==> src/rtl/frame_buffer_matrix3_scheduler_if.sv <==
// Handshake bundle between the pixel front end and the 3x3 matrix scheduler.
interface frame_buffer_matrix3_scheduler_if #(
  parameter int P_COLUMN_BITS = 10,
  parameter int P_ROW_BITS    = 9
);
  logic                     I_FRAME_START;
  logic                     I_PIXEL_VALID;
  logic                     I_LINE_END;
  logic                     O_WRITE_ENABLE;
  logic [P_COLUMN_BITS-1:0] O_WRITE_COLUMN;
  logic [1:0]               O_WRITE_SLOT;
  logic                     O_READ_ENABLE;
  logic [P_COLUMN_BITS-1:0] O_READ_COLUMN;
  logic [1:0]               O_READ_TOP_SLOT;
  logic [P_COLUMN_BITS-1:0] O_PIXEL_COLUMN;
  logic [P_ROW_BITS-1:0]    O_PIXEL_ROW;
  logic                     O_MATRIX_VALID;
  logic                     O_BUSY;
  logic                     O_ERROR;

  modport slave (
    input  I_FRAME_START, I_PIXEL_VALID, I_LINE_END,
    output O_WRITE_ENABLE, O_WRITE_COLUMN, O_WRITE_SLOT,
    output O_READ_ENABLE, O_READ_COLUMN, O_READ_TOP_SLOT,
    output O_PIXEL_COLUMN, O_PIXEL_ROW, O_MATRIX_VALID, O_BUSY, O_ERROR
  );

  modport master (
    output I_FRAME_START, I_PIXEL_VALID, I_LINE_END,
    input  O_WRITE_ENABLE, O_WRITE_COLUMN, O_WRITE_SLOT,
    input  O_READ_ENABLE, O_READ_COLUMN, O_READ_TOP_SLOT,
    input  O_PIXEL_COLUMN, O_PIXEL_ROW, O_MATRIX_VALID, O_BUSY, O_ERROR
  );
endinterface

==> src/rtl/frame_buffer_matrix3_scheduler.sv <==
// 3x3 matrix scheduler over a three-line ring buffer: line-buffer writes, matrix reads, centre coordinates.
// Define FRAME_ERROR_DETECT_EN to enable the sticky framing-error flag on O_ERROR.
module frame_buffer_matrix3_scheduler #(
  parameter int P_FRAME_COLUMNS = 640,
  parameter int P_FRAME_ROWS    = 480,
  parameter int P_COLUMN_BITS   = $clog2(P_FRAME_COLUMNS),
  parameter int P_ROW_BITS      = $clog2(P_FRAME_ROWS)
) (
  input  logic                            I_CLK,
  input  logic                            I_RESET,
  frame_buffer_matrix3_scheduler_if.slave bus
);
  // Counters carry one extra bit so they can hold the saturated value P_FRAME_COLUMNS / P_FRAME_ROWS.
  localparam int COL_W = P_COLUMN_BITS + 1;
  localparam int ROW_W = P_ROW_BITS + 1;
  localparam logic [COL_W-1:0] LINE_LEN = COL_W'(P_FRAME_COLUMNS);
  localparam logic [ROW_W-1:0] LAST_ROW = ROW_W'(P_FRAME_ROWS - 1);

  typedef enum logic [1:0] {IDLE, FILL, STREAM, DONE} state_t;

  state_t                   state_q, state_d;
  logic [COL_W-1:0]         column_q, column_d;
  logic [ROW_W-1:0]         row_q, row_d;
  logic [1:0]               slot_q, slot_d;
  logic                     wr_en_q, wr_en_d;
  logic [P_COLUMN_BITS-1:0] wr_col_q, wr_col_d;
  logic [1:0]               wr_slot_q, wr_slot_d;
  logic                     rd_en_q, rd_en_d;
  logic [P_COLUMN_BITS-1:0] rd_col_q, rd_col_d;
  logic [1:0]               rd_slot_q, rd_slot_d;
  logic [P_COLUMN_BITS-1:0] ctr_col_q, ctr_col_d;
  logic [P_ROW_BITS-1:0]    ctr_row_q, ctr_row_d;
  logic                     mx_valid_q, mx_valid_d;
  logic [P_COLUMN_BITS-1:0] pix_col_q, pix_col_d;
  logic [P_ROW_BITS-1:0]    pix_row_q, pix_row_d;

  logic             active;
  logic             accept;
  logic [COL_W-1:0] column_after;

  assign active       = (state_q == FILL) || (state_q == STREAM);
  assign accept       = active && bus.I_PIXEL_VALID && (column_q < LINE_LEN);
  assign column_after = accept ? column_q + COL_W'(1) : column_q;

  // NOTE: every *_d signal is given a default before any branch, so no latch can be inferred.
  always_comb begin
    state_d    = state_q;
    column_d   = column_q;
    row_d      = row_q;
    slot_d     = slot_q;
    wr_en_d    = 1'b0;
    wr_col_d   = wr_col_q;
    wr_slot_d  = wr_slot_q;
    rd_en_d    = 1'b0;
    rd_col_d   = rd_col_q;
    rd_slot_d  = rd_slot_q;
    ctr_col_d  = ctr_col_q;
    ctr_row_d  = ctr_row_q;
    mx_valid_d = rd_en_q && !bus.I_FRAME_START;
    pix_col_d  = rd_en_q ? ctr_col_q : pix_col_q;
    pix_row_d  = rd_en_q ? ctr_row_q : pix_row_q;

    if (bus.I_FRAME_START) begin
      state_d  = FILL;
      column_d = '0;
      row_d    = '0;
      slot_d   = '0;
    end else begin
      // Pixel is handled at the old column/slot before any coincident line end.
      if (accept) begin
        wr_en_d   = 1'b1;
        wr_col_d  = column_q[P_COLUMN_BITS-1:0];
        wr_slot_d = slot_q;
        column_d  = column_after;
        if ((state_q == STREAM) && (column_q >= COL_W'(2))) begin
          rd_en_d   = 1'b1;
          rd_col_d  = column_q[P_COLUMN_BITS-1:0];
          rd_slot_d = (slot_q == 2'd2) ? 2'd0 : slot_q + 2'd1;
          ctr_col_d = P_COLUMN_BITS'(column_q - COL_W'(1));
          ctr_row_d = P_ROW_BITS'(row_q - ROW_W'(1));
        end
      end

      if (active && bus.I_LINE_END) begin
        column_d = '0;
        slot_d   = (slot_q == 2'd2) ? 2'd0 : slot_q + 2'd1;
        row_d    = row_q + ROW_W'(1);
        if ((state_q == FILL) && (row_q != '0)) begin
          state_d = STREAM;
        end else if ((state_q == STREAM) && (row_q >= LAST_ROW)) begin
          state_d = DONE;
        end
      end

      if (state_q == DONE) begin
        state_d = IDLE;
      end
    end
  end

  // NOTE: registers use non-blocking assignments so every flop samples the pre-edge value of its peers.
  always_ff @(posedge I_CLK) begin
    if (I_RESET) begin
      state_q    <= IDLE;
      column_q   <= '0;
      row_q      <= '0;
      slot_q     <= '0;
      wr_en_q    <= 1'b0;
      wr_col_q   <= '0;
      wr_slot_q  <= '0;
      rd_en_q    <= 1'b0;
      rd_col_q   <= '0;
      rd_slot_q  <= '0;
      ctr_col_q  <= '0;
      ctr_row_q  <= '0;
      mx_valid_q <= 1'b0;
      pix_col_q  <= '0;
      pix_row_q  <= '0;
    end else begin
      state_q    <= state_d;
      column_q   <= column_d;
      row_q      <= row_d;
      slot_q     <= slot_d;
      wr_en_q    <= wr_en_d;
      wr_col_q   <= wr_col_d;
      wr_slot_q  <= wr_slot_d;
      rd_en_q    <= rd_en_d;
      rd_col_q   <= rd_col_d;
      rd_slot_q  <= rd_slot_d;
      ctr_col_q  <= ctr_col_d;
      ctr_row_q  <= ctr_row_d;
      mx_valid_q <= mx_valid_d;
      pix_col_q  <= pix_col_d;
      pix_row_q  <= pix_row_d;
    end
  end

`ifdef FRAME_ERROR_DETECT_EN
  logic error_q, error_d;

  // Sticky until the next frame start: dropped pixel, or a line end on a short/long line.
  always_comb begin
    error_d = error_q;
    if (bus.I_FRAME_START) begin
      error_d = 1'b0;
    end else if (active && ((bus.I_PIXEL_VALID && !accept) ||
                            (bus.I_LINE_END && (column_after != LINE_LEN)))) begin
      error_d = 1'b1;
    end
  end

  always_ff @(posedge I_CLK) begin
    if (I_RESET) begin
      error_q <= 1'b0;
    end else begin
      error_q <= error_d;
    end
  end

  assign bus.O_ERROR = error_q;
`else
  assign bus.O_ERROR = 1'b0;
`endif

  assign bus.O_WRITE_ENABLE  = wr_en_q;
  assign bus.O_WRITE_COLUMN  = wr_col_q;
  assign bus.O_WRITE_SLOT    = wr_slot_q;
  assign bus.O_READ_ENABLE   = rd_en_q;
  assign bus.O_READ_COLUMN   = rd_col_q;
  assign bus.O_READ_TOP_SLOT = rd_slot_q;
  assign bus.O_MATRIX_VALID  = mx_valid_q;
  assign bus.O_PIXEL_COLUMN  = pix_col_q;
  assign bus.O_PIXEL_ROW     = pix_row_q;
  assign bus.O_BUSY          = (state_q != IDLE);
endmodule

==> src/flat_wrapper.sv <==
// flat-port wrapper written by rule: the top's interface ports become plain ports
module frame_buffer_matrix3_scheduler_flat 
#(
  parameter int P_FRAME_COLUMNS = 640,
  parameter int P_FRAME_ROWS    = 480,
  parameter int P_COLUMN_BITS   = $clog2(P_FRAME_COLUMNS),
  parameter int P_ROW_BITS      = $clog2(P_FRAME_ROWS)
)
  (I_CLK, I_RESET, bus_I_FRAME_START, bus_I_PIXEL_VALID, bus_I_LINE_END, bus_O_WRITE_ENABLE, bus_O_WRITE_COLUMN, bus_O_WRITE_SLOT, bus_O_READ_ENABLE, bus_O_READ_COLUMN, bus_O_READ_TOP_SLOT, bus_O_PIXEL_COLUMN, bus_O_PIXEL_ROW, bus_O_MATRIX_VALID, bus_O_BUSY, bus_O_ERROR);
  frame_buffer_matrix3_scheduler_if #(.P_COLUMN_BITS(P_COLUMN_BITS), .P_ROW_BITS(P_ROW_BITS)) bus_i ();
  input  logic I_CLK;
  input  logic I_RESET;
  input wire logic [$bits(bus_i.I_FRAME_START)-1:0] bus_I_FRAME_START;
  input wire logic [$bits(bus_i.I_PIXEL_VALID)-1:0] bus_I_PIXEL_VALID;
  input wire logic [$bits(bus_i.I_LINE_END)-1:0] bus_I_LINE_END;
  output wire logic [$bits(bus_i.O_WRITE_ENABLE)-1:0] bus_O_WRITE_ENABLE;
  output wire logic [$bits(bus_i.O_WRITE_COLUMN)-1:0] bus_O_WRITE_COLUMN;
  output wire logic [$bits(bus_i.O_WRITE_SLOT)-1:0] bus_O_WRITE_SLOT;
  output wire logic [$bits(bus_i.O_READ_ENABLE)-1:0] bus_O_READ_ENABLE;
  output wire logic [$bits(bus_i.O_READ_COLUMN)-1:0] bus_O_READ_COLUMN;
  output wire logic [$bits(bus_i.O_READ_TOP_SLOT)-1:0] bus_O_READ_TOP_SLOT;
  output wire logic [$bits(bus_i.O_PIXEL_COLUMN)-1:0] bus_O_PIXEL_COLUMN;
  output wire logic [$bits(bus_i.O_PIXEL_ROW)-1:0] bus_O_PIXEL_ROW;
  output wire logic [$bits(bus_i.O_MATRIX_VALID)-1:0] bus_O_MATRIX_VALID;
  output wire logic [$bits(bus_i.O_BUSY)-1:0] bus_O_BUSY;
  output wire logic [$bits(bus_i.O_ERROR)-1:0] bus_O_ERROR;
  assign bus_i.I_FRAME_START = bus_I_FRAME_START;
  assign bus_i.I_PIXEL_VALID = bus_I_PIXEL_VALID;
  assign bus_i.I_LINE_END = bus_I_LINE_END;
  assign bus_O_WRITE_ENABLE = bus_i.O_WRITE_ENABLE;
  assign bus_O_WRITE_COLUMN = bus_i.O_WRITE_COLUMN;
  assign bus_O_WRITE_SLOT = bus_i.O_WRITE_SLOT;
  assign bus_O_READ_ENABLE = bus_i.O_READ_ENABLE;
  assign bus_O_READ_COLUMN = bus_i.O_READ_COLUMN;
  assign bus_O_READ_TOP_SLOT = bus_i.O_READ_TOP_SLOT;
  assign bus_O_PIXEL_COLUMN = bus_i.O_PIXEL_COLUMN;
  assign bus_O_PIXEL_ROW = bus_i.O_PIXEL_ROW;
  assign bus_O_MATRIX_VALID = bus_i.O_MATRIX_VALID;
  assign bus_O_BUSY = bus_i.O_BUSY;
  assign bus_O_ERROR = bus_i.O_ERROR;
  frame_buffer_matrix3_scheduler #(.P_FRAME_COLUMNS(P_FRAME_COLUMNS), .P_FRAME_ROWS(P_FRAME_ROWS), .P_COLUMN_BITS(P_COLUMN_BITS), .P_ROW_BITS(P_ROW_BITS)) u_core (.I_CLK(I_CLK), .I_RESET(I_RESET), .bus(bus_i));
endmodule
==> config.mk <==
export PLATFORM = sky130hd
export DESIGN_NAME = frame_buffer_matrix3_scheduler_flat
export DESIGN_NICKNAME = d
export VERILOG_FILES = /design/src/rtl/frame_buffer_matrix3_scheduler_if.sv /design/src/rtl/frame_buffer_matrix3_scheduler.sv /design/src/flat_wrapper.sv
export SDC_FILE = /design/constraint.sdc
export NUM_CORES = 1
export LEC_CHECK = 0
export BUFFER_PORTS_ARGS = -buffer_cell sky130_fd_sc_hd__buf_2
export CAP_MARGIN = 10
export CORE_MARGIN = 2
export CORE_UTILIZATION = 35
export DETAILED_ROUTE_END_ITERATION = 8
export GPL_TIMING_DRIVEN = 0
export MAX_ROUTING_LAYER = met4
export PLACE_DENSITY_LB_ADDON = 0.15
export SLEW_MARGIN = 25
export SYNTH_ARGS = -nofsm -noshare
export SYNTH_HDL_FRONTEND = slang
export SYNTH_SLANG_ARGS = --single-unit
==> constraint.sdc <==
create_clock -name I_CLK -period 2.41 [get_ports I_CLK]
set_input_delay 0.723 -clock I_CLK [delete_from_list [all_inputs] [get_ports I_CLK]]
set_output_delay 0.723 -clock I_CLK [all_outputs]
set_load 0.02 [all_outputs]
==> metrics.txt <==
worst reg2reg startpoint u_core.state_q[1]; grt peak-use layer met1; register area share after synthesis between 40% and 50%; drt via density around 5.1; Reg area between 0.0015 and 0.002 mm^2; H-Tree Depth 3; highest clock rate between 400 and 500 MHz; placer congestion estimate 0.798; clock buffer depth 2; area taken by multi-input logic gates ~0.0019 mm^2; final setup vio count 0; Synth Area in Adders around 2.8%; WP depth 7; WL final 9750 um; Tcrit/Tclk final 86.5%; vias in the first global route 3021; Worst Setup Path Type register to register; Worst Setup Start Kind register; reg-to-reg endpoint u_core.column_q[5]; clk sinks 90; hold crit path type register to register; setup TNS 0 ns; Crit-path slowest cell or3_1; dominant synthesized flop cell dfxtp_1; peak supply drop ~270 uV; YS warnings 0; DIE AREA between 0.01 and 0.015 mm^2; Layout area overhead 18.2%; cells on worst reg2reg path 7; number of I/O port buffers 50; Synth Net Count 461; crit-path cells inv_1 -> ha_1 -> buf_4 -> and3b_1 -> nand4_1 -> or3_1 -> a21oi_1; most common cell in the synthesized netlist dfxtp_1; Fill cells approximately 1.1k; CTS buffer count 9; post-synthesis xor/xnor area fraction under 10%; maxcap violations 0; Clock Latency Late Sink roughly 0.35 ns; Ports 53; initial antenna violation count 0; area of the core 0.0110 mm^2; Synth Cell Area roughly 0.004 mm^2; DRC 0; antenna cells 0; dpl ws between 0.3 and 0.4 ns; largest delay contributor family on the critical path simple AND/OR/NAND/NOR gates; #FFs+latches synth 90; Worst Path Arrival between 2 and 2.5 ns; Synth area leaders dfxtp_1 (45%), a21oi_1 (6.8%), mux2i_1 (4.8%), xnor2_1 (4.6%), nor2_1 (4.0%); largest net degree at the start of global routing 15; Final min period between 2 and 2.5 ns; Routed WL per cell between 10 and 15 um; starting density of the core between 30% and 40%; CP max FO 10; outcome complete, no violations; layout cells sized above 1 a little over a fifth; Final nets 522; crit end category register; Async SR Flop Fraction 0%; largest area contributor in the netlist dfxtp_1; Post-synth EDFFs 0; post-synthesis mux area share under 10%; DR pass1 iterations 4; GRT Residual Overflow 0; Tot GR Track Use between 10% and 20%; R2R Setup Slk roughly 0.33 ns; final hold vios 0; CTS Hold Bufs 0; first-pass GRT wire length about 16000 um; met3 global-route usage approximately 3.6%; vias post-DR ~3.3k; post_cts resized 0; Cell Pwr Density around 640 mW/mm^2; worst-margin pin slew 0.694 ns; relative slew slack a little over half; Synth Area in Simple Gates 20.0%; Iter 0 DRT Violations ~170; max incr delay on CP roughly 0.42 ns; M1 GR Usage between 20% and 30%; CP required between 2 and 3 ns; Post-Syn Instances 447; hpwl dp ~7000 um; Die Ht between 100 and 150 um; met2 Use GR between 20 and 25%; CTS tree yes; leakage power between 0.0015 and 0.002 uW; post-CTS setup buffer count 0; PnR worst setup slack roughly 0.33 ns; # rows 38; Buf/Inv on CP 2; Clock Root Buffer clkbuf_16; complex-gate fraction of the synthesized area between 10% and 20%; Synth top area share approximately 45%; synth unique cells 50; count of pins over their slew limit 0; worst setup path start u_core.state_q[1]; antenna-violating nets left 0; Synth Area per Inst slightly below 9 um^2; RSZ-0062 raised after global routing no; die width 111 um; synth cell count leaders dfxtp_1 (90), a21oi_1 (54), nor2_1 (42); Fin Clk Skew 0.00628 ns; Reg clk slew, reported paths 0.06 ns; crit path to u_core.column_q[5]; largest family of logic cells by synthesized area simple AND/OR/NAND/NOR gates
worst min path at each step:
stage,start,end,slack (ns),cells after the start
2_1_floorplan,u_core.ctr_col_q[9],u_core.ctr_col_q[9],0.45,2
3_3_place_gp,u_core.bus.O_WRITE_SLOT[0],u_core.bus.O_WRITE_SLOT[0],0.45,2
3_5_place_dp,u_core.bus.O_WRITE_COLUMN[7],u_core.bus.O_WRITE_COLUMN[7],0.45,2
4_1_cts,u_core.bus.O_WRITE_COLUMN[6],u_core.bus.O_WRITE_COLUMN[6],0.46,2
5_1_grt,u_core.bus.O_WRITE_COLUMN[6],u_core.bus.O_WRITE_COLUMN[6],0.48,2
6_report,u_core.bus.O_WRITE_COLUMN[4],u_core.bus.O_WRITE_COLUMN[4],0.46,2
cells by family after synthesis:
kind of cell    after synthesis
fa+ha+maj                     9
mux                          19
flops                        90
buf+inv                      54
simple gates                152
compound gates               99
other cells                   1
xor+xnor                     23
metrics by stage:
step                      util [%]  hold WS (ns)  std cells  area [um^2]  power, uW
final                         42.8         0.458        653         4700       3010
after global routing          42.8         0.483        653         4700       3120
after CTS                     42.8         0.461        653         4700       3040
after detailed placement      40.1         0.446        637         4400       1630
after global placement        40.1         0.447        637         4400       1630
after floorplan                  -         0.454        447         3980       1600
metal layers:
layer,part of all wire [%],routed length [um]
met5,0,0
met4,2.0,198
met3,5.5,541
met2,41,3990
met1,52,5030
flip-flops by register name (all words and copies together) (netlist names):
register	cells
u_core.state_q	2
u_core.ctr_col_q	10
u_core.bus.O_PIXEL_ROW	9
u_core.row_q	10
u_core.column_q	11
u_core.bus.O_MATRIX_VALID	1
u_core.bus.O_WRITE_COLUMN	10
u_core.bus.O_WRITE_ENABLE	1
u_core.bus.O_WRITE_SLOT	2
u_core.bus.O_READ_COLUMN	10
u_core.bus.O_READ_ENABLE	1
u_core.bus.O_PIXEL_COLUMN	10
u_core.ctr_row_q	9
u_core.bus.O_READ_TOP_SLOT	2
u_core.slot_q	2
report_power, final:
part | total, uW | switching, uW | internal, uW | leakage [uW]
clock | 1410 | 584 | 829 | 0.000149
combinational | 99.6 | 70.1 | 29.6 | 0.000866
sequential | 1490 | 4.19 | 1490 | 0.000725
final cells by class:
cell class	instances	area share, %
flip-flops and latches	90	38.3
multi-input cells	303	41.0
inverters	14	1.12
repair buffers	50	5.33
plain buffers	40	4.18
clock inverters	5	1.15
clock buffers	11	5.17
well taps	140	3.73
layout by cell type, fill, tap and decap left out, drive strengths merged, types with 2 or more instances in the layout:
cell    count
nor3       16
or3         7
o21a        2
nand4       5
xor2        2
clkinv      4
mux2i      19
a311oi      3
nand2b      3
or4         3
o21ai      20
nor4        8
nand2      24
ha          9
xnor2      21
inv        14
dfxtp      90
clkbuf     28
buf        73
a211oi     15
a21oi      54
and2        2
nor2       43
nor3b       2
nand3      31
worst reg2reg max path, stage by stage, from the launching register on:
cell,delay [ns]
dfxtp_1,0.38
inv_1,0.08
ha_1,0.29
buf_4,0.17
and3b_1,0.27
nand4_1,0.27
or3_1,0.42
a21oi_1,0.14
No activity file was read; power rests on OpenSTA's default activity.
